--- config.mk ---
export PLATFORM = sky130hd
export DESIGN_NAME = sprite_blitter
export DESIGN_NICKNAME = d
export VERILOG_FILES = /design/src/rtl/sprite_pkg.sv /design/src/rtl/sprite_desc_lut.sv /design/src/rtl/sprite_blitter.sv
export SDC_FILE = /design/constraint.sdc
export NUM_CORES = 1
export LEC_CHECK = 0
export BUFFER_PORTS_ARGS = -buffer_cell sky130_fd_sc_hd__clkbuf_2
export CAP_MARGIN = 10
export CELL_PAD_IN_SITES_DETAIL_PLACEMENT = 1
export CELL_PAD_IN_SITES_GLOBAL_PLACEMENT = 1
export CORE_ASPECT_RATIO = 1.75
export CORE_MARGIN = 2
export CORE_UTILIZATION = 45
export CTS_BUF_LIST = sky130_fd_sc_hd__clkbuf_16
export CTS_CLUSTER_SIZE = 8
export DETAILED_ROUTE_END_ITERATION = 12
export GPL_TIMING_DRIVEN = 0
export PLACE_DENSITY = 0.92
export SLEW_MARGIN = 40
export SYNTH_ARGS = -nofsm -noshare
export SYNTH_HDL_FRONTEND = slang
export SYNTH_HIERARCHICAL = 1
export SYNTH_SLANG_ARGS = --single-unit
--- constraint.sdc ---
create_clock -name clk50_i -period 8.49 [get_ports clk50_i]
set_input_delay 0.849 -clock clk50_i [delete_from_list [all_inputs] [get_ports clk50_i]]
set_output_delay 0.849 -clock clk50_i [all_outputs]
set_load 0.01 [all_outputs]
--- src/rtl/sprite_pkg.sv ---
// Shared definitions for the sprite blitter: command magic codes, sprite geometry table
// entries, flag bit positions, the descriptor struct and the controller state encoding.
package sprite_pkg;

  localparam int unsigned SprOffsetW = 16;
  localparam int unsigned SprDimW    = 8;

  // Command magic codes
  localparam logic [7:0] MAGIC_DO_RENDER = 8'hFF;
  localparam logic [7:0] MAGIC_SPR_SMALL = 8'h01;
  localparam logic [7:0] MAGIC_SPR_BIG   = 8'h02;
  localparam logic [7:0] MAGIC_SPR_EMPTY = 8'h03;

  // Sprite ROM layout
  localparam logic [SprOffsetW-1:0] SPR_SMALL_OFFSET = 16'd0;
  localparam logic [SprDimW-1:0]    SPR_SMALL_W      = 8'd4;
  localparam logic [SprDimW-1:0]    SPR_SMALL_H      = 8'd2;
  localparam logic [SprOffsetW-1:0] SPR_BIG_OFFSET   = 16'd16;
  localparam logic [SprDimW-1:0]    SPR_BIG_W        = 8'd16;
  localparam logic [SprDimW-1:0]    SPR_BIG_H        = 8'd16;
  // Zero-width sprite slot; must produce no writes
  localparam logic [SprOffsetW-1:0] SPR_EMPTY_OFFSET = 16'd272;
  localparam logic [SprDimW-1:0]    SPR_EMPTY_W      = 8'd0;
  localparam logic [SprDimW-1:0]    SPR_EMPTY_H      = 8'd4;

  // Command flag bit positions
  localparam int unsigned FLAG_HFLIP  = 0;
  localparam int unsigned FLAG_TRANSP = 1;

  typedef struct packed {
    logic [SprOffsetW-1:0] offset;
    logic [SprDimW-1:0]    w;
    logic [SprDimW-1:0]    h;
    logic                  valid;
  } sprite_desc_t;

  typedef enum logic [2:0] {
    StIdle,
    StDesc,
    StDraw,
    StDrain,
    StWaitEof,
    StClear
  } state_e;

endpackage

--- src/rtl/sprite_desc_lut.sv ---
// Sprite descriptor lookup: maps a command magic code to ROM offset, width, height and a
// valid bit. Purely combinational.
//   magic_i : command magic code
//   desc_o  : descriptor; valid=0 for unknown codes
module sprite_desc_lut
  import sprite_pkg::*;
(
  input  logic [7:0]   magic_i,
  output sprite_desc_t desc_o
);

  always_comb begin
    desc_o = '0;
    case (magic_i)
      MAGIC_SPR_SMALL: desc_o = '{offset: SPR_SMALL_OFFSET, w: SPR_SMALL_W,
                                  h: SPR_SMALL_H, valid: 1'b1};
      MAGIC_SPR_BIG:   desc_o = '{offset: SPR_BIG_OFFSET, w: SPR_BIG_W,
                                  h: SPR_BIG_H, valid: 1'b1};
      MAGIC_SPR_EMPTY: desc_o = '{offset: SPR_EMPTY_OFFSET, w: SPR_EMPTY_W,
                                  h: SPR_EMPTY_H, valid: 1'b1};
      default:         desc_o = '0;
    endcase
  end

endmodule

--- src/rtl/sprite_blitter.sv ---
// Sprite blitter and double-buffer controller. Pops draw commands, streams sprite ROM pixels
// into the back buffer at one pixel per cycle with clipping, colour-key transparency and
// horizontal flip; DO_RENDER waits for end of field, swaps buffers and clears the new back.
//   clk50_i/reset_i            : clock, synchronous active-high reset
//   cmd_valid_i/cmd_data_i     : command queue head; cmd_ready_o pops it
//   pix_addr_o/pix_din_i       : sprite ROM port, data one cycle after address
//   fb_we_o/fb_addr_o/fb_din_o : back-buffer write port
//   end_of_field_i             : field pulse; front_sel_o selects the displayed buffer
//   busy_o/frame_cnt_o         : not idle / completed swap count
module sprite_blitter
  import sprite_pkg::*;
#(
  parameter int unsigned         SCREEN_W      = 640,
  parameter int unsigned         SCREEN_H      = 480,
  parameter int unsigned         PIXEL_W       = 24,
  parameter int unsigned         SPR_ADDR_W    = 16,
  parameter logic [PIXEL_W-1:0]  KEY_COLOR     = 24'hFF00FF,
  parameter logic [PIXEL_W-1:0]  CLEAR_COLOR   = '0,
  parameter bit                  CLEAR_ON_SWAP = 1'b1,
  localparam int unsigned        FB_AW         = $clog2(SCREEN_W * SCREEN_H)
) (
  input  logic                  clk50_i,
  input  logic                  reset_i,
  input  logic                  cmd_valid_i,
  input  logic [47:0]           cmd_data_i,
  output logic                  cmd_ready_o,
  output logic [SPR_ADDR_W-1:0] pix_addr_o,
  input  logic [PIXEL_W-1:0]    pix_din_i,
  output logic                  fb_we_o,
  output logic [FB_AW-1:0]      fb_addr_o,
  output logic [PIXEL_W-1:0]    fb_din_o,
  input  logic                  end_of_field_i,
  output logic                  front_sel_o,
  output logic                  busy_o,
  output logic [15:0]           frame_cnt_o
);

  localparam logic [FB_AW-1:0] ClrLast = FB_AW'(SCREEN_W * SCREEN_H - 1);

  state_e                state_q, state_d;
  logic                  render_q, render_d, drain_q, drain_d;
  logic [7:0]            magic_q, magic_d;
  logic [15:0]           x_q, x_d, y_q, y_d;
  logic                  hflip_q, hflip_d, transp_q, transp_d;
  logic [SprDimW-1:0]    w_q, w_d, h_q, h_d, cx_q, cx_d, cy_q, cy_d;
  logic [SPR_ADDR_W-1:0] row_base_q, row_base_d, pix_addr_q, pix_addr_d, row_base_nxt;
  logic [16:0]           col_org_q, col_org_d;
  logic                  s1_valid_q, s1_valid_d;
  logic [16:0]           s1_col_q, s1_col_d, s1_row_q, s1_row_d;
  logic                  fb_we_q, fb_we_d;
  logic [FB_AW-1:0]      fb_addr_q, fb_addr_d, clr_cnt_q, clr_cnt_d;
  logic [PIXEL_W-1:0]    fb_din_q, fb_din_d;
  logic                  front_sel_q, front_sel_d;
  logic [15:0]           frame_cnt_q, frame_cnt_d;
  logic                  in_bounds, keyed;
  sprite_desc_t          desc;
  logic                  unused_flag_bits;

  assign unused_flag_bits = ^cmd_data_i[7:2];

  sprite_desc_lut u_desc_lut (
    .magic_i (magic_q),
    .desc_o  (desc)
  );

  // Stage t+1: destination known from stage-1 registers, ROM data now present.
  // Sign bits are checked first so the unsigned upper-bound compares are safe.
  assign in_bounds = !s1_col_q[16] && !s1_row_q[16] &&
                     (s1_col_q < 17'(SCREEN_W)) && (s1_row_q < 17'(SCREEN_H));
  assign keyed     = transp_q && (pix_din_i == KEY_COLOR);
  assign row_base_nxt = row_base_q + SPR_ADDR_W'(w_q);

  always_comb begin
    state_d     = state_q;
    render_d    = render_q;
    drain_d     = drain_q;
    magic_d     = magic_q;
    x_d         = x_q;
    y_d         = y_q;
    hflip_d     = hflip_q;
    transp_d    = transp_q;
    w_d         = w_q;
    h_d         = h_q;
    cx_d        = cx_q;
    cy_d        = cy_q;
    row_base_d  = row_base_q;
    pix_addr_d  = pix_addr_q;
    col_org_d   = col_org_q;
    s1_valid_d  = 1'b0;
    s1_col_d    = s1_col_q;
    s1_row_d    = s1_row_q;
    fb_we_d     = 1'b0;
    fb_addr_d   = fb_addr_q;
    fb_din_d    = fb_din_q;
    clr_cnt_d   = clr_cnt_q;
    front_sel_d = front_sel_q;
    frame_cnt_d = frame_cnt_q;
    cmd_ready_o = 1'b0;

    if (s1_valid_q && in_bounds && !keyed) begin
      fb_we_d   = 1'b1;
      fb_addr_d = FB_AW'(32'(s1_row_q) * SCREEN_W + 32'(s1_col_q));
      fb_din_d  = pix_din_i;
    end

    unique case (state_q)
      StIdle: begin
        cmd_ready_o = cmd_valid_i && !reset_i;
        if (cmd_valid_i) begin
          magic_d  = cmd_data_i[47:40];
          x_d      = cmd_data_i[39:24];
          y_d      = cmd_data_i[23:8];
          hflip_d  = cmd_data_i[FLAG_HFLIP];
          transp_d = cmd_data_i[FLAG_TRANSP];
          if (cmd_data_i[47:40] == MAGIC_DO_RENDER) begin
            render_d = 1'b1;
            drain_d  = 1'b0;
            state_d  = StDrain;
          end else begin
            render_d = 1'b0;
            state_d  = StDesc;
          end
        end
      end
      StDesc: begin
        if (!desc.valid || desc.w == '0 || desc.h == '0) begin
          state_d = StIdle;
        end else begin
          w_d        = desc.w;
          h_d        = desc.h;
          cx_d       = '0;
          cy_d       = '0;
          row_base_d = SPR_ADDR_W'(desc.offset);
          pix_addr_d = SPR_ADDR_W'(desc.offset) +
                       (hflip_q ? SPR_ADDR_W'(desc.w - 8'd1) : '0);
          col_org_d  = {x_q[15], x_q} - 17'(desc.w >> 1);
          state_d    = StDraw;
        end
      end
      StDraw: begin
        s1_valid_d = 1'b1;
        s1_col_d   = col_org_q + 17'(cx_q);
        s1_row_d   = {y_q[15], y_q} + 17'(cy_q);
        if (cx_q == w_q - 8'd1) begin
          if (cy_q == h_q - 8'd1) begin
            drain_d = 1'b0;
            state_d = StDrain;
          end else begin
            cx_d       = '0;
            cy_d       = cy_q + 8'd1;
            row_base_d = row_base_nxt;
            pix_addr_d = row_base_nxt + (hflip_q ? SPR_ADDR_W'(w_q - 8'd1) : '0);
          end
        end else begin
          cx_d       = cx_q + 8'd1;
          pix_addr_d = hflip_q ? pix_addr_q - SPR_ADDR_W'(1) : pix_addr_q + SPR_ADDR_W'(1);
        end
      end
      StDrain: begin
        drain_d = 1'b1;
        if (drain_q) state_d = render_q ? StWaitEof : StIdle;
      end
      StWaitEof: begin
        if (end_of_field_i) begin
          front_sel_d = ~front_sel_q;
          frame_cnt_d = frame_cnt_q + 16'd1;
          clr_cnt_d   = '0;
          state_d     = CLEAR_ON_SWAP ? StClear : StIdle;
        end
      end
      StClear: begin
        fb_we_d   = 1'b1;
        fb_addr_d = clr_cnt_q;
        fb_din_d  = CLEAR_COLOR;
        if (clr_cnt_q == ClrLast) state_d = StIdle;
        else clr_cnt_d = clr_cnt_q + FB_AW'(1);
      end
      default: state_d = StIdle;
    endcase
  end

  always_ff @(posedge clk50_i) begin
    if (reset_i) begin
      state_q     <= StIdle;
      render_q    <= 1'b0;
      drain_q     <= 1'b0;
      magic_q     <= '0;
      x_q         <= '0;
      y_q         <= '0;
      hflip_q     <= 1'b0;
      transp_q    <= 1'b0;
      w_q         <= '0;
      h_q         <= '0;
      cx_q        <= '0;
      cy_q        <= '0;
      row_base_q  <= '0;
      pix_addr_q  <= '0;
      col_org_q   <= '0;
      s1_valid_q  <= 1'b0;
      s1_col_q    <= '0;
      s1_row_q    <= '0;
      fb_we_q     <= 1'b0;
      fb_addr_q   <= '0;
      fb_din_q    <= '0;
      clr_cnt_q   <= '0;
      front_sel_q <= 1'b0;
      frame_cnt_q <= '0;
    end else begin
      state_q     <= state_d;
      render_q    <= render_d;
      drain_q     <= drain_d;
      magic_q     <= magic_d;
      x_q         <= x_d;
      y_q         <= y_d;
      hflip_q     <= hflip_d;
      transp_q    <= transp_d;
      w_q         <= w_d;
      h_q         <= h_d;
      cx_q        <= cx_d;
      cy_q        <= cy_d;
      row_base_q  <= row_base_d;
      pix_addr_q  <= pix_addr_d;
      col_org_q   <= col_org_d;
      s1_valid_q  <= s1_valid_d;
      s1_col_q    <= s1_col_d;
      s1_row_q    <= s1_row_d;
      fb_we_q     <= fb_we_d;
      fb_addr_q   <= fb_addr_d;
      fb_din_q    <= fb_din_d;
      clr_cnt_q   <= clr_cnt_d;
      front_sel_q <= front_sel_d;
      frame_cnt_q <= frame_cnt_d;
    end
  end

  assign pix_addr_o  = pix_addr_q;
  assign fb_we_o     = fb_we_q;
  assign fb_addr_o   = fb_addr_q;
  assign fb_din_o    = fb_din_q;
  assign front_sel_o = front_sel_q;
  assign frame_cnt_o = frame_cnt_q;
  assign busy_o      = (state_q != StIdle);

endmodule

==> metrics.txt, run 1 <==
outcome=finished, final reports clean; Critical Path Stages=14; site row count=90; number of clock sinks=243; number of global-route vias before repair=18468; share of the cycle needed by the critical path after routing=0.595; complex-gate fraction of the synthesized area=0.197; antenna violations before repair=2; maximum single-stage delay on the critical path=630 ps; die height=251 µm; RSZ-0062 raised after global routing=no; number of enable-type register cells in the synthesized netlist=0; HPWL reported at the end of detailed placement=47900 µm; post-layout net count=2455; largest family of logic cells by synthesized area=simple AND/OR/NAND/NOR gates; most used standard cell by instance count after synthesis=sky130_fd_sc_hd__nand2_1; arrival time worst endpoint=5540 ps; length in cells of the worst reg-to-reg path=14; detailed-route vias per instance=6.14; kind of end point of the critical path=flop; share of post-route cells with drive strength above 1=0.115; share of total power in sequential cells=0.404; Worst Setup Slack, final=3430 ps; worst-path fanout max=7; final instance area=18200 µm²; final hold viol count=0; Layout Area Growth over Synthesis=15.5%; count of mapped cells out of synthesis=2051; detailed-routing iteration count for the pre-antenna-repair pass=5; FF-to-FF Start=w_q[0]$_SDFFE_PP0P_; Antenna Cells=0; Via Count=16714; Max Clock Skew=40.4 ps; post-synthesis average cell area=7.67 µm²; combinational share of power=0.144; multiplexer area fraction after synthesis=0.0130; Reg clk slew, reported paths=60 ps; hold bufs inserted after CTS=0; largest cells by area after synthesis=sky130_fd_sc_hd__dfxtp_1, sky130_fd_sc_hd__ha_1, sky130_fd_sc_hd__nand2_1; clock share of power=0.452; CP Data Required Time=8980 ps; critical path start-end classification=flop to flop; FMAX=0.198 GHz; largest net degree at the start of global routing=21; Min Hold Slack=456 ps; maximum resistive drop on vdd=0.113 mV; worst hold path endpoint=fb_din_o[16]$_SDFFE_PP0P_; cell with the biggest individual delay on the critical path=sky130_fd_sc_hd__nor4b_2; TritonCTS buffer count=36; critical hold path startpoint=fb_din_o[16]$_SDFFE_PP0P_; area of the core region=34500 µm²; fill cell total of the finished layout=4379; routability congestion estimate from global placement=0.971; wire length of the first global-routing pass=98600 µm; post-layout min period=5060 ps; standby leakage power=7.32 nW; grt ovf=0; Reg area=4870 µm²; Warnings, synthesis=6; measured slew at the worst slew-check pin=974 ps; dpl ws=3850 ps; setup repair bufs after CTS=0; Seq/Total Area, Yosys=0.309; violation count after the first detailed-route iteration=861; number of max-slew violations in the final report=0; ys async rst share=0; maximum capacitance violations=0; Total Power Consumption=2.99 mW; Synth Area in Simple Gates=0.239; power density normalized to cell area=165 nW/µm²; internal cell power=2.12 mW; adder-cell share of the synthesized area=0.0981; clock insertion delay at the later pin of the skew report=560 ps; largest area contributor in the netlist=sky130_fd_sc_hd__dfxtp_1; wirelength, routed=64600 µm; worst slew slack as a fraction of its limit=0.351; root buffer cell=sky130_fd_sc_hd__clkbuf_16; H-Tree Depth=2; Critical Path Start Type=flop; Primary FF master, synth=sky130_fd_sc_hd__dfxtp_1; TritonCTS clock tree=built; Reg2Reg Capture Point=pix_addr_o[13]$_SDFFE_PP0P_; synthesis-stage register bit count=243; fraction of synthesized cell area taken by the top area cell type=0.309; Multi-input gate area=10100 µm²; total of cells resized after clock tree synthesis=0; horizontal die dimension=145 µm; cell-by-cell listing of the critical path=ha_1 > fa_1 > a211oi_1 > nor2_1 > nor2_1 > ha_1 > nor2b_1 > nor4b_2 > o31ai_1 > a2111oi_0 > o21ai_0 > xor2_1 > o22ai_1 > o21ai_0; Placement Cell Area=17200 µm²; antenna viol nets, final=0; post-route DRC violation count=0; Tightest Hold Check Type=flop to flop; final setup fails=0; input/output buffers=148; Post-Synthesis Cell Area=15700 µm²; I/O pins=155; DIE AREA=36600 µm²; cell depth of the worst hold path=2; proportion of total power due to net switching=0.290; wire length per cell=23.7 µm; area share of xor/xnor cells in the synthesized design=0.0847; most frequent cells after synthesis=sky130_fd_sc_hd__nand2_1, sky130_fd_sc_hd__dfxtp_1, sky130_fd_sc_hd__nor2_1; overall track demand over capacity in global routing=0.343; final total negative setup slack=0 ps; Yosys cell types=75; Initial Utilization=0.457; Top delay family on crit path=compound AO/OA/AOI/OAI gates; count of buffer and inverter cells on the critical path=0; switching power=0.869 mW; maximum count of clock buffers along a single path=3; worst-case register-to-register setup slack=3430 ps
==> worst min-delay path, delay by kind of cell, from the launching register on <==
kind             cells  cell delay, ps
AO/OA/AOI/OAI        1              50
flip-flops           1             310
AND/OR/NAND/NOR      1              50
==> layout make-up <==
cell class / count / area share
well taps: 460 / 0.0317
plain buffers: 131 / 0.0344
repair buffers: 148 / 0.0408
clock buffers: 37 / 0.0509
flip-flops and latches: 243 / 0.268
inverters: 81 / 0.0167
clock inverters: 4 / 0.00282
multi-input cells: 1620 / 0.555
==> power groups by stage <==
stage               Clock [mW]  Sequential (mW)  Combinational (mW)
floorplan                    0             1.22               0.270
global placement             0             1.23               0.383
detailed placement           0             1.23               0.404
CTS                       1.35             1.21               0.413
global route              1.39             1.21               0.460
finish                    1.35             1.21               0.431
==> worst max-delay path by stage <==
stage	from	endpoint	slack (ps)
detailed placement	w_q[0]$_SDFFE_PP0P_	pix_addr_o[13]$_SDFFE_PP0P_	3850
finish	w_q[0]$_SDFFE_PP0P_	pix_addr_o[13]$_SDFFE_PP0P_	3430
global placement	w_q[0]$_SDFFE_PP0P_	pix_addr_o[13]$_SDFFE_PP0P_	3570
floorplan	w_q[0]$_SDFFE_PP0P_	pix_addr_o[13]$_SDFFE_PP0P_	4940
global route	w_q[0]$_SDFFE_PP0P_	pix_addr_o[13]$_SDFFE_PP0P_	3230
CTS	w_q[0]$_SDFFE_PP0P_	pix_addr_o[13]$_SDFFE_PP0P_	3800
==> routing by layer <==
layer | global-route usage | vias to the layer above | wire [µm]
met5 | 0 | - | 30
met4 | 0.354 | 4 | 7540
met3 | 0.0711 | 399 | 3610
met2 | 0.642 | 744 | 33100
met1 | 0.289 | 8022 | 20300
li1 | - | 7545 | -
==> per-stage QoR <==
stage | utilization | cells
after floorplan | - | 2075
after global placement | 0.498 | 2683
after detailed placement | 0.499 | 2683
after CTS | 0.527 | 2724
after global routing | 0.527 | 2724
final | 0.527 | 2724
==> cell usage in the layout (no fill, tap or decap), types with 25 or more instances in the layout <==
cell type,instances
sky130_fd_sc_hd__nand2_1,319
sky130_fd_sc_hd__dfxtp_1,242
sky130_fd_sc_hd__nor2_1,205
sky130_fd_sc_hd__a21oi_1,202
sky130_fd_sc_hd__clkbuf_2,155
sky130_fd_sc_hd__ha_1,109
sky130_fd_sc_hd__xnor2_1,106
sky130_fd_sc_hd__o21ai_0,90
sky130_fd_sc_hd__clkbuf_1,85
sky130_fd_sc_hd__inv_1,81
sky130_fd_sc_hd__a211oi_1,42
sky130_fd_sc_hd__nand3_1,42
sky130_fd_sc_hd__xor2_1,41
sky130_fd_sc_hd__nor3_1,40
sky130_fd_sc_hd__or3_1,38
sky130_fd_sc_hd__clkbuf_16,37
sky130_fd_sc_hd__a311oi_1,30
sky130_fd_sc_hd__nand4_1,28
sky130_fd_sc_hd__buf_4,28
sky130_fd_sc_hd__nor2b_1,26
sky130_fd_sc_hd__conb_1,25
==> sequential cells by signal, indices dropped and copies added, names as in the netlist, 3 cells and up <==
name	count
fb_din_o	24
clr_cnt_q	19
fb_addr_o	19
col_org_q	17
s1_col_q	17
s1_row_q	17
frame_cnt_o	16
pix_addr_o	16
row_base_q	16
x_q	16
y_q	16
cx_q	8
cy_q	8
h_q	8
magic_q	8
w_q	8
state_q	3
==> cells by family (layout without fill, tap and decap cells) <==
logic type	count (synthesis)	count (layout)
AOI/OAI and AO/OA	497	497
buffers and inverters	212	401
other	1	25
adders and majority gates	118	118
DFF	243	243
muxes	20	20
xor gates and xnor gates	149	149
and+or+nand+nor	811	811
Note: power is estimated with default switching activity, not from simulation.
==> inputs of run 2 (changes only) <==
--- a/config.mk
+++ b/config.mk
@@ -11,12 +11,12 @@
 export CELL_PAD_IN_SITES_GLOBAL_PLACEMENT = 1
 export CORE_ASPECT_RATIO = 1.75
 export CORE_MARGIN = 2
-export CORE_UTILIZATION = 45
+export CORE_UTILIZATION = 40
 export CTS_BUF_LIST = sky130_fd_sc_hd__clkbuf_16
 export CTS_CLUSTER_SIZE = 8
 export DETAILED_ROUTE_END_ITERATION = 12
 export GPL_TIMING_DRIVEN = 0
-export PLACE_DENSITY = 0.92
+export PLACE_DENSITY = 0.87
 export SLEW_MARGIN = 40
 export SYNTH_ARGS = -nofsm -noshare
 export SYNTH_HDL_FRONTEND = slang
==> constraint.sdc (replaced) <==
create_clock -name clk50_i -period 4.25 [get_ports clk50_i]
set_input_delay 0.425 -clock clk50_i [delete_from_list [all_inputs] [get_ports clk50_i]]
set_output_delay 0.425 -clock clk50_i [all_outputs]
set_load 0.01 [all_outputs]
==> run 2 against run 1 <==
Die area up 12%. Final cell count up 1.2%. Register-to-register slack worse by 3400 ps. Global-route usage down 5.3 points. Sequential power up 99%. Setup slack worse by 3400 ps. Clock skew down 16 ps. Sequential cell count unchanged. Non-clock buffer count up 3. Critical endpoint unchanged. Critical path type unchanged.
==> metrics.txt, run 2 (synthesized netlist as in run 1, its figures left out) <==
Tightest Hold Check Type=input pin to flop; detailed-routing iteration count for the pre-antenna-repair pass=5 (unchanged); wire length per cell=22.1 µm (-6.8%); I/O pins=155 (unchanged); kind of end point of the critical path=flop; leading cell type in the layout, fill and taps excluded=sky130_fd_sc_hd__nand2_1; outcome=finished, final reports clean; input/output buffers=148 (unchanged); TritonCTS clock tree=built; worst setup path start=w_q[0]$_SDFFE_PP0P_; length in cells of the worst reg-to-reg path=15 (+1); post-layout net count=2458 (+0.12%); hold bufs inserted after CTS=0 (unchanged); clock insertion delay at the later pin of the skew report=540 ps (-20 ps); Max Clock Skew=24.7 ps (-15.7 ps); leading cell types in the layout, fill and taps excluded=sky130_fd_sc_hd__nand2_1, sky130_fd_sc_hd__dfxtp_1, sky130_fd_sc_hd__a21oi_1, sky130_fd_sc_hd__nor2_1, sky130_fd_sc_hd__clkbuf_2; worst-path fanout max=7 (unchanged); number of max-slew violations in the final report=0 (unchanged); Min Hold Slack=131 ps (-325 ps); Worst Setup Slack, final=47.8 ps (-3390 ps); measured slew at the worst slew-check pin=897 ps (-76.6 ps); maximum resistive drop on vdd=0.195 mV (+73%); HPWL reported at the end of detailed placement=48300 µm (+0.94%); maximum capacitance violations=0 (unchanged); maximum single-stage delay on the critical path=490 ps (-140 ps); wirelength, routed=60900 µm (-5.7%); RSZ-0062 raised after global routing=yes; Layout Area Growth over Synthesis=16.6%; die height=266 µm (+6.0%); critical hold path startpoint=cmd_data_i[8]; TritonCTS buffer count=36 (unchanged); largest net degree at the start of global routing=21 (unchanged); Total Power Consumption=5.90 mW (+97%); worst setup path end=pix_addr_o[13]$_SDFFE_PP0P_; wire length of the first global-routing pass=93100 µm (-5.6%); H-Tree Depth=2 (unchanged); critical path start-end classification=flop to flop; number of global-route vias before repair=17641 (-4.5%); final total negative setup slack=0 ps (unchanged); Antenna Cells=0 (unchanged); max reg flops=24 (unchanged); arrival time worst endpoint=4670 ps (-870 ps); DIE AREA=41000 µm² (+12%); share of post-route cells with drive strength above 1=0.125 (+0.0105); share of the cycle needed by the critical path after routing=0.989 (+0.393); violation count after the first detailed-route iteration=691 (-20%); Reg clk slew, reported paths=60 ps (about the same); cell-by-cell listing of the critical path=ha_1 > fa_2 > a211oi_4 > nor2_1 > nor2_2 > ha_1 > nand3_1 > nor2_1 > nor4b_4 > o31ai_1 > a2111oi_0 > o21ai_0 > xor2_1 > o22ai_1 > o21ai_0; Reg2Reg Capture Point=pix_addr_o[13]$_SDFFE_PP0P_; cell with the biggest individual delay on the critical path=sky130_fd_sc_hd__nor4b_4; antenna violations before repair=0 (-2); CP Data Required Time=4720 ps (-4260 ps); worst slew slack as a fraction of its limit=0.402 (+0.0511); number of clock sinks=243 (unchanged); antenna viol nets, final=0 (unchanged); site row count=96 (+6.7%); dpl ws=-405 ps (-4260 ps); Initial Utilization=0.403 (-0.0536); FMAX=0.238 GHz (+20%); grt ovf=0 (unchanged); post-route DRC violation count=0 (unchanged); overall track demand over capacity in global routing=0.291 (-0.0527); worst-case register-to-register setup slack=50 ps (-3390 ps); fill cell total of the finished layout=4876 (+11%); routability congestion estimate from global placement=0.968 (-0.29%); area of the core region=39000 µm² (+13%); power density normalized to cell area=321 nW/µm² (+95%); final hold viol count=0 (unchanged); maximum count of clock buffers along a single path=3 (unchanged); horizontal die dimension=154 µm (+5.9%); utilization after layout=0.470 (-0.0574); Via Count=16278 (-2.6%); final setup fails=0 (unchanged); Critical Path Start Type=flop; standby leakage power=7.37 nW (+0.70%); FF-to-FF Start=w_q[0]$_SDFFE_PP0P_; post-layout min period=4200 ps (-853 ps); detailed-route vias per instance=5.91 (-3.7%); root buffer cell=sky130_fd_sc_hd__clkbuf_16
[run 2: cell types whose count changed in the layout (fill, tap and decap cells not counted), moves of 3 or more]
cell / previous run / this run
sky130_fd_sc_hd__o21ai_0: 90 / 85
sky130_fd_sc_hd__nor2_1: 205 / 202
sky130_fd_sc_hd__buf_4: 28 / 31
sky130_fd_sc_hd__o21ai_1: 0 / 5
[run 2: layout make-up]
type,instances,area (µm²),share of cell area
inverters,81,304,0.0166
flip-flops and latches,243,4870,0.265
plain buffers,131,632,0.0344
clock buffers,38,951,0.0518
well taps,490,613,0.0334
clock inverters,2,23.8,0.00130
repair buffers,151,763,0.0416
multi-input cells,1620,10200,0.556
[run 2: what timing repair did]
item	4_1_cts	5_1_grt
buffers inserted	0	3
pin swaps	0	8
gates resized for setup	7	35
endpoints found under the setup margin	16	19
cloned	0	0
[run 2: how the worst min path moves through the flow]
stage,to,slack [ps],depth (start not counted)
final,y_q[0]$_SDFFE_PP0P_,130,3
after global routing,fb_din_o[9]$_SDFFE_PP0P_,150,3
after CTS,y_q[4]$_SDFFE_PP0P_,130,3
after detailed placement,fb_din_o[11]$_SDFFE_PP0P_,450,2
after global placement,fb_din_o[11]$_SDFFE_PP0P_,440,2
after floorplan,s1_row_q[16]$_SDFFE_PP0P_,430,2
[run 2: worst max-delay path: cells and delay by family, from the launching register on]
family | cells | cell delay [ps]
flops | 1 | 370
compound gates | 6 | 1360
simple gates | 5 | 1060
fa+ha+maj | 3 | 1020
xor+xnor | 1 | 310
[run 2: power by group]
| group | internal (mW) | switching (mW) |
|---|---|---|
| registers | 2.34 | 0.0703 |
| clock network | 1.57 | 1.07 |
| logic | 0.314 | 0.537 |
| total | 4.22 | 1.68 |
[run 2: per-layer routing]
layer,share of wire,global-route usage
met5,0,0
met4,0.10,0.276
met3,0.037,0.0364
met2,0.54,0.569
met1,0.32,0.247
[run 2: per-stage QoR]
stage | cells | area [µm²]
after global placement | 2713 | 17200
after floorplan | 2075 | 15800
final | 2756 | 18400
after global routing | 2756 | 18400
after CTS | 2753 | 18200
after detailed placement | 2713 | 17200
==> inputs of run 3 (changes only) <==
--- a/config.mk
+++ b/config.mk
@@ -16,7 +16,9 @@
 export CTS_CLUSTER_SIZE = 8
 export DETAILED_ROUTE_END_ITERATION = 12
 export GPL_TIMING_DRIVEN = 0
+export MAX_ROUTING_LAYER = met4
 export PLACE_DENSITY = 0.87
+export SETUP_SLACK_MARGIN = 0.15
 export SLEW_MARGIN = 40
 export SYNTH_ARGS = -nofsm -noshare
 export SYNTH_HDL_FRONTEND = slang
==> run 3 against run 2 <==
Sequential cell count is the same. Final area grew 1.1%. Non-clock buffer count grew 7. Final cell count grew 0.33%. Wire length shrank 0.86%. Die area is the same. Clock power is essentially flat. Via count shrank 0.78%. Core utilization grew 0.51 points. Critical endpoint is now pix_addr_o[10]$_SDFFE_PP0P_. Global-route usage grew 0.84 points. Clock skew shrank 5.1 ps.
==> metrics.txt, run 3 (synthesized netlist as in run 1, its figures left out) <==
max reg flops=24 (unchanged); grt ovf=0 (unchanged); TritonCTS buffer count=36 (unchanged); H-Tree Depth=2 (unchanged); Via Count=16151 (-0.78%); post-layout net count=2465 (+0.28%); Tightest Hold Check Type=input pin to flop; Reg clk slew, reported paths=60 ps (about the same); wire length of the first global-routing pass=92800 µm (-0.27%); routability congestion estimate from global placement=0.980 (+1.2%); share of total power in sequential cells=0.409 (about the same); final std cells w/o fill=2765 (+0.33%); root buffer cell=sky130_fd_sc_hd__clkbuf_16; clock share of power=0.445 (-0.002); detailed-route vias per instance=5.84 (-1.1%); share of post-route cells with drive strength above 1=0.138 (+0.0128); detailed-routing iteration count for the pre-antenna-repair pass=5 (unchanged); measured slew at the worst slew-check pin=941 ps (+43.4 ps); Cell Count Post-Placement=2713 (unchanged); Layout Area Growth over Synthesis=17.8%; outcome=finished, final reports clean; leading cell type in the layout, fill and taps excluded=sky130_fd_sc_hd__nand2_1; critical path start-end classification=flop to flop; final hold viol count=0 (unchanged); wirelength, routed=60400 µm (-0.86%); final setup fails=0 (unchanged); kind of end point of the critical path=flop; antenna viol nets, final=0 (unchanged); number of max-slew violations in the final report=0 (unchanged); violation count after the first detailed-route iteration=693 (+0.29%); site row count=96 (unchanged); RSZ-0062 raised after global routing=yes; Max Clock Skew=19.6 ps (-5.11 ps); I/O pins=155 (unchanged); share of the cycle needed by the critical path after routing=0.946 (-0.0426); worst slew slack as a fraction of its limit=0.373 (-0.0290); maximum resistive drop on vdd=0.228 mV (+17%); CP Data Required Time=4640 ps (-80 ps); switching power=1.67 mW (-0.57%); post-layout min period=4020 ps (-181 ps); area of the core region=39000 µm² (unchanged); maximum capacitance violations=0 (unchanged); internal cell power=4.23 mW (+0.17%); proportion of total power due to net switching=0.283 (-0.00152); die height=266 µm (unchanged); input/output buffers=148 (unchanged); largest net degree at the start of global routing=21 (unchanged); hold bufs inserted after CTS=0 (unchanged); horizontal die dimension=154 µm (unchanged); antenna violations before repair=1 (+1); combinational share of power=0.146 (+0.002); post-route DRC violation count=0 (unchanged); overall track demand over capacity in global routing=0.299 (+0.00840); DIE AREA=41000 µm² (unchanged); Critical Path Start Type=flop; standby leakage power=7.44 nW (+0.93%); Min Hold Slack=124 ps (-7.12 ps); number of clock sinks=243 (unchanged); FMAX=0.249 GHz (+4.5%); leading cell types in the layout, fill and taps excluded=sky130_fd_sc_hd__nand2_1, sky130_fd_sc_hd__dfxtp_1, sky130_fd_sc_hd__nor2_1; worst-path fanout max=7 (unchanged); TritonCTS clock tree=built; number of global-route vias before repair=17304 (-1.9%); power density normalized to cell area=318 nW/µm² (-1.1%); clock insertion delay at the later pin of the skew report=540 ps (about the same); maximum count of clock buffers along a single path=3 (unchanged); Initial Utilization=0.403 (unchanged); arrival time worst endpoint=4420 ps (-250 ps); HPWL reported at the end of detailed placement=48000 µm (-0.70%); wire length per cell=21.8 µm (-1.2%)
## run 3: worst paths after layout
path	from	endpoint	slack [ps]	cells past startpoint
worst max register to register	w_q[0]$_SDFFE_PP0P_	pix_addr_o[10]$_SDFFE_PP0P_	230	15
worst min register to register	fb_din_o[7]$_SDFFE_PP0P_	fb_din_o[7]$_SDFFE_PP0P_	450	2
worst max-delay path	w_q[0]$_SDFFE_PP0P_	pix_addr_o[10]$_SDFFE_PP0P_	230	15
worst min-delay path	cmd_data_i[16]	y_q[8]$_SDFFE_PP0P_	120	3
## run 3: cell type report
type,count,area (µm²)
antenna,1,2.50
buffer,130,633
clock buffer,36,901
clock inverter,5,78.8
fill,4865,20500
inverter,81,305
multi-input combinational,1620,10300
sequential,243,4870
tap,490,613
timing repair buffer,159,823
## run 3: per-layer routing
layer | share of wire | GRT usage | wire length [µm] | vias to the layer above
li1 | - | - | - | 7588
met1 | 0.32 | 0.254 | 19500 | 7813
met2 | 0.54 | 0.565 | 32500 | 478
met3 | 0.037 | 0.0362 | 2210 | 272
met4 | 0.10 | 0.266 | 6170 | 0
met5 | 0 | - | 0 | -
## run 3: metrics by stage
stage	power (mW)	worst slack, ps	area (µm²)	utilization	TNS [ps]
after global placement	3.23	-864	17200	0.440	-3880
final	5.90	229	18500	0.475	0
after global routing	6.12	109	18500	0.475	0
after floorplan	2.97	696	15800	-	0
after detailed placement	3.26	-508	17200	0.441	-2770
after CTS	5.90	113	18400	0.471	0
## run 3: critical path: stages (launching register included)
cell	delay, ps
sky130_fd_sc_hd__dfxtp_2	380
sky130_fd_sc_hd__ha_2	240
sky130_fd_sc_hd__fa_2	400
sky130_fd_sc_hd__a211oi_4	360
sky130_fd_sc_hd__nor2_2	110
sky130_fd_sc_hd__o21a_1	200
sky130_fd_sc_hd__nor2_2	120
sky130_fd_sc_hd__xnor2_2	180
sky130_fd_sc_hd__ha_2	340
sky130_fd_sc_hd__o21a_2	150
sky130_fd_sc_hd__a21o_4	260
sky130_fd_sc_hd__a41oi_4	270
sky130_fd_sc_hd__a21boi_1	270
sky130_fd_sc_hd__xnor2_1	200
sky130_fd_sc_hd__a311oi_1	310
sky130_fd_sc_hd__nor3_1	80
## run 3: power groups by stage
| stage | registers [mW] | logic (mW) | clock network (mW) |
|---|---|---|---|
| 2_1_floorplan | 2.43 | 0.538 | 0 |
| 3_3_place_gp | 2.45 | 0.776 | 0 |
| 3_5_place_dp | 2.45 | 0.809 | 0 |
| 4_1_cts | 2.41 | 0.830 | 2.66 |
| 5_1_grt | 2.42 | 0.933 | 2.77 |
| 6_report | 2.41 | 0.861 | 2.62 |
## run 3: what timing repair did
| item | 4_1_cts | 5_1_grt |
|---|---|---|
| endpoints found under the setup margin | 28 | 11 |
| resized for setup | 41 | 30 |
| buffers inserted | 4 | 7 |
| pin swaps | 8 | 23 |
| endpoints found under the hold margin | 0 | 0 |
